File: config.mk
export PLATFORM = sky130hd
export DESIGN_NAME = serial_adder
export DESIGN_NICKNAME = d
export VERILOG_FILES = /design/src/rtl/serial_adder_pkg.sv /design/src/rtl/full_adder.sv /design/src/rtl/half_adder.sv /design/src/rtl/serial_adder.sv
export SDC_FILE = /design/constraint.sdc
export NUM_CORES = 1
export LEC_CHECK = 0
export CAP_MARGIN = 20
export CORE_ASPECT_RATIO = 0.6
export CORE_MARGIN = 2
export CORE_UTILIZATION = 40
export CTS_CLUSTER_DIAMETER = 120
export DETAILED_ROUTE_END_ITERATION = 12
export PLACE_DENSITY = 0.75
export SYNTH_ARGS = -nofsm -noshare
export SYNTH_HDL_FRONTEND = slang
export SYNTH_SLANG_ARGS = --single-unit
File: constraint.sdc
create_clock -name clk -period 1.9 [get_ports clk]
set_clock_uncertainty 0.2 [all_clocks]
set_input_delay 0.285 -clock clk [delete_from_list [all_inputs] [get_ports clk]]
set_output_delay 0.285 -clock clk [all_outputs]
set_load 0.02 [all_outputs]
File: src/rtl/serial_adder_pkg.sv
// Shared types and sizing helpers for the bit-serial adder/subtractor.
package serial_adder_pkg;

    typedef enum logic [1:0] {
        IDLE = 2'd0,
        RUN  = 2'd1,
        DONE = 2'd2
    } state_t;

    localparam int WIDTH_DEFAULT = 8;
    // Counter width for the default build; instances derive their own via cnt_width().
    localparam int CNT_W = $clog2(WIDTH_DEFAULT);

    function automatic int cnt_width(input int width);
        return (width < 2) ? 1 : $clog2(width);
    endfunction

endpackage

File: src/rtl/full_adder.sv
// One-bit full adder slice built from two half adders and an OR.
module full_adder (
    input  logic a,
    input  logic b,
    input  logic cin,
    output logic sum,
    output logic cout
);
    logic s0;
    logic c0;
    logic c1;

    half_adder u_ha0 (
        .a    (a),
        .b    (b),
        .sum  (s0),
        .cout (c0)
    );

    half_adder u_ha1 (
        .a    (s0),
        .b    (cin),
        .sum  (sum),
        .cout (c1)
    );

    assign cout = c0 | c1;
endmodule

File: src/rtl/half_adder.sv
// One-bit half adder: sum and carry of two input bits.
module half_adder (
    input  logic a,
    input  logic b,
    output logic sum,
    output logic cout
);
    assign sum  = a ^ b;
    assign cout = a & b;
endmodule

File: src/rtl/serial_adder.sv
// Bit-serial WIDTH-bit add/subtract, LSB first through one full-adder slice.
// start/busy/done handshake; sum, cout and ovf hold until the next operation.
module serial_adder
    import serial_adder_pkg::*;
#(
    parameter int WIDTH = 8
) (
    input  logic             clk,
    input  logic             rst_n,
    input  logic             start,
    input  logic             sub,
    input  logic [WIDTH-1:0] a,
    input  logic [WIDTH-1:0] b,
    input  logic             cin,
    output logic             busy,
    output logic             done,
    output logic [WIDTH-1:0] sum,
    output logic             cout,
    output logic             ovf
);
    localparam int CW = cnt_width(WIDTH);

    state_t           state_reg;
    state_t           state_next;
    logic [WIDTH-1:0] a_sr_reg;
    logic [WIDTH-1:0] b_sr_reg;
    logic [WIDTH-1:0] res_sr_reg;
    logic             carry_reg;
    logic [CW-1:0]    cnt_reg;
    logic [WIDTH-1:0] sum_reg;
    logic             cout_reg;
    logic             ovf_reg;

    logic fa_sum;
    logic fa_cout;
    logic accept;
    logic last_bit;

    full_adder u_fa (
        .a    (a_sr_reg[0]),
        .b    (b_sr_reg[0]),
        .cin  (carry_reg),
        .sum  (fa_sum),
        .cout (fa_cout)
    );

    assign accept   = start && (state_reg != RUN);
    assign last_bit = (cnt_reg == CW'(WIDTH - 1));

    always_ff @(posedge clk or negedge rst_n) begin
        if (!rst_n) begin
            state_reg <= IDLE;
        end else begin
            state_reg <= state_next;
        end
    end

    always_comb begin
        state_next = state_reg;
        case (state_reg)
            IDLE:    state_next = start ? RUN : IDLE;
            RUN:     state_next = last_bit ? DONE : RUN;
            DONE:    state_next = start ? RUN : IDLE;
            default: state_next = IDLE;
        endcase
    end

    always_comb begin
        busy = (state_reg == RUN);
        done = (state_reg == DONE);
    end

    // Working registers shift every RUN edge; the visible result registers
    // load only on the final edge so no partial sum is ever exposed.
    always_ff @(posedge clk or negedge rst_n) begin
        if (!rst_n) begin
            a_sr_reg   <= '0;
            b_sr_reg   <= '0;
            res_sr_reg <= '0;
            carry_reg  <= 1'b0;
            cnt_reg    <= '0;
            sum_reg    <= '0;
            cout_reg   <= 1'b0;
            ovf_reg    <= 1'b0;
        end else if (accept) begin
            a_sr_reg  <= a;
            b_sr_reg  <= sub ? ~b : b;
            carry_reg <= sub ? 1'b1 : cin;
            cnt_reg   <= '0;
        end else if (state_reg == RUN) begin
            res_sr_reg <= {fa_sum, res_sr_reg[WIDTH-1:1]};
            a_sr_reg   <= a_sr_reg >> 1;
            b_sr_reg   <= b_sr_reg >> 1;
            carry_reg  <= fa_cout;
            cnt_reg    <= cnt_reg + 1'b1;
            if (last_bit) begin
                sum_reg  <= {fa_sum, res_sr_reg[WIDTH-1:1]};
                cout_reg <= fa_cout;
                // carry_reg here is the carry into the MSB slice
                ovf_reg  <= carry_reg ^ fa_cout;
            end
        end
    end

    assign sum  = sum_reg;
    assign cout = cout_reg;
    assign ovf  = ovf_reg;

endmodule

==> metrics.md <==
| Metric | Value |
|---|---|
| Dpl cells | `around 250` |
| # H-tree levels | `2` |
| Slew of the pin with the lowest slew margin | `around 0.58 ns` |
| Max Fclk | `~570 MHz` |
| Tcrit/Tclk final | `around 93%` |
| Number of global-route vias before repair | `between 1000 and 1500` |
| Static Leak | `1.12 nW` |
| Num rows | `18` |
| Top Usage Layer GRT | `met2` |
| Worst Hold Depth | `2` |
| Synth Area in XOR/XNOR | `about 4.5%` |
| Pwr Total | `approximately 3.4 mW` |
| Flop pwr share | `between 40 and 50%` |
| CP Capture Type | `output port` |
| Comb pwr share | `a little over a third` |
| CTS tree | `done` |
| CP max-delay cell | `clkdlybuf4s50_1` |
| Post-Route Setup TNS | `0 ns` |
| Reg2reg start | `cnt_reg[0]` |
| Synth unique cells | `22` |
| Placed Area | `around 0.0022 mm2` |
| Async set-reset flop share out of synthesis | `between 90% and 100%` |
| Status | `completed` |
| Largest net degree at the start of global routing | `42` |
| Maximum VDD drop | `0.000873 V` |
| DP HPWL | `2310 um` |
| GRT Overall Usage | `14.9%` |
| Initial Util | `roughly 42%` |
| CP startpoint | `sum[3]` |
| Die height | `about 55 um` |
| Top cells by area, synth | `dfrtp_1 56%, mux2i_1 9.1%, nand2_1 9.0%` |
| Clk pin slew, worst setup/hold paths | `around 0.080 ns` |
| Critical path buffer and inverter count | `1` |
| Min-Delay Startpoint | `a_sr_reg[2]` |
| Clk sink count | `39` |
| Mapped Cells | `~160` |
| Yosys top cell by area | `dfrtp_1` |
| Seq cells post-synth | `39` |
| GR Layer Usage met1 | `between 20% and 30%` |
| Most common flop cell mapped by yosys | `dfrtp_1` |
| Avg WL per Cell | `13.0 um` |
| Simple-Gate Fraction of Synth Area | `approximately a tenth` |
| DR iter-0 viols | `55` |
| IO Port Bufs | `32` |
| Post-CTS Setup Inserts | `0` |
| Fin util | `a little under three fifths` |
| Min-Delay Path Class | `reg -> reg` |
| R2r worst-path depth | `5` |
| Max-Cap Viols | `0` |
| # diodes | `0` |
| Crit path max-delay family | `buffers and inverters` |
| Synth top area share | `a little under three fifths` |
| Largest family of logic cells by synthesized area | `multiplexers` |
| Fill cells | `between 300 and 400` |
| Most common cell in the netlist | `nand2_1` |
| Final Hold Viols | `0` |
| Die area | `0.00494 mm2` |
| Synth Warn # | `0` |
| Routed wire length | `between 3000 and 4000 um` |
| Worst-skew pair later-pin latency | `between 0.2 and 0.3 ns` |
| Remaining global-route overflow | `0` |
| I/O pin count | `33` |
| Clock Tree Buf Depth | `2` |
| Switching pwr | `roughly 1.1 mW` |
| Post-route ant nets | `0` |
| Slew HR | `61.2%` |
| P_int | `2.31 mW` |
| Sw Ratio | `between 30% and 40%` |
| RSZ-0062 raised after global routing | `false` |
| Top cells by count, synth | `42 x nand2_1, 39 x dfrtp_1, 19 x o21ai_0, 16 x mux2i_1` |
| Area delta synth->final | `31.0%` |
| CP max FO | `2` |
| Global-route track usage on met2 | `a little over a fifth` |
| Crit path largest cell delay | `slightly above 0.6 ns` |
| PwrDens | `between 1500 and 2000 mW/mm2` |
| TritonCTS Buffers | `5` |
| CP arrival | `1.27 ns` |
| Critical path class | `reg -> out` |
| Count of pins over their slew limit | `0` |
| Startpoint types | `flop` |
| Final Wtd Congestion | `between 0.7 and 0.8` |
| DRC | `0` |
| Final #Nets | `approximately 220` |
| Hold Path Sink | `a_sr_reg[1]` |
| Worst r2r dst | `sum[3]` |
| Endpoints failing setup | `0` |
| CP required | `1.41 ns` |
| Initial antenna violation count | `0` |
| Crit path cell chain | `clkdlybuf4s50_1` |
| Mapped Nets | `between 150 and 200` |
| Layout cells sized above 1 | `between 10% and 20%` |
| Synth Area in Compound Gates | `about 6.4%` |
| Mapped Area | `around 0.0018 mm2` |
| EDFF count, synth | `0` |
| CTS Root Cell | `clkbuf_8` |
| Clk pwr share | `23.6%` |
| Adder-Cell Fraction of Synth Area | `under 10%` |
| Routed via count | `1160` |
| Shortest period the worst path allows | `1.76 ns` |
| First-pass GRT wire length | `roughly 5500 um` |
| Core ar. | `roughly 0.0042 mm2` |
| Avg Cell Area, Syn | `11.2 um2` |
| Routed via count divided by cell count | `4.50` |
| Design area | `0.00229 mm2` |
| DIE WIDTH | `89.4 um` |
| Final cell count without fillers | `~260` |
| Pre-antenna DRT Iters | `4` |
| Post-synthesis mux area share | `between 10% and 20%` |
| R2r setup slk | `~0.2 ns` |
| Met3 usage | `under 10%` |
| Post-synthesis sequential area ratio | `a little under three fifths` |
[cells in the final DEF (no fill, tap or decap), types with 3 or more instances in the layout]
cell             count
mux2i_1             16
mux2_4               7
xor2_1               7
clkbuf_8             5
o21ai_0             19
dfrtp_1             39
clkdlybuf4s50_1     29
nand2_1             42
inv_1                3
buf_4                9
[metal layers]
layer / vias up / wire length [um]
li1: 595 / -
met1: 531 / 1740
met2: 27 / 1400
met3: 7 / 154
met4: 0 / 51
met5: - / 0
[through the flow]
step           hold WS, ns  setup slack, ns
6_report             0.282            0.141
5_1_grt              0.307           0.0870
4_1_cts              0.285            0.138
3_5_place_dp         0.120            0.150
3_3_place_gp         0.106            0.180
2_1_floorplan       -0.211            0.203
[logic make-up (layout without fill, tap and decap cells)]
logic type	after synthesis	count (layout)
AOI/OAI and AO/OA	22	22
buffers and inverters	12	53
muxes	25	25
adders and majority gates	3	3
xor gates and xnor gates	9	9
and+or+nand+nor	47	47
DFF	39	39
[worst max-delay path by stage]
stage	slack (ns)	to	cells after the start
6_report	0.14	sum[3]	1
5_1_grt	0.09	sum[3]	1
4_1_cts	0.14	cout	1
3_5_place_dp	0.15	b_sr_reg[5]	4
3_3_place_gp	0.18	sum[3]	5
2_1_floorplan	0.20	cout	5
[repair_timing]
action / in CTS / in global routing
hold buffers: 1 / 0
gates resized for setup: 2 / 0
setup endpoints to repair: 2 / 0
endpoints found under the hold margin: 24 / 0
[power groups by stage]
stage	combinational, mW	clock [mW]	sequential [mW]
after global placement	1.22	0	1.41
after detailed placement	1.25	0	1.42
after floorplan	0.731	0	1.48
final	1.23	0.813	1.40
after global routing	1.37	0.874	1.45
after CTS	1.24	0.829	1.41
[final cells by class]
cell class / count / area [um2] / area share [%]
clock inverter: 2 / 60.1 / 2.62
sequential: 39 / 976 / 42.5
inverter: 3 / 11.3 / 0.491
timing repair buffer: 42 / 390 / 17.0
tap: 60 / 75.1 / 3.27
clock buffer: 6 / 72.6 / 3.16
multi-input combinational: 106 / 709 / 30.9
Note: power is estimated with default switching activity, not from simulation.
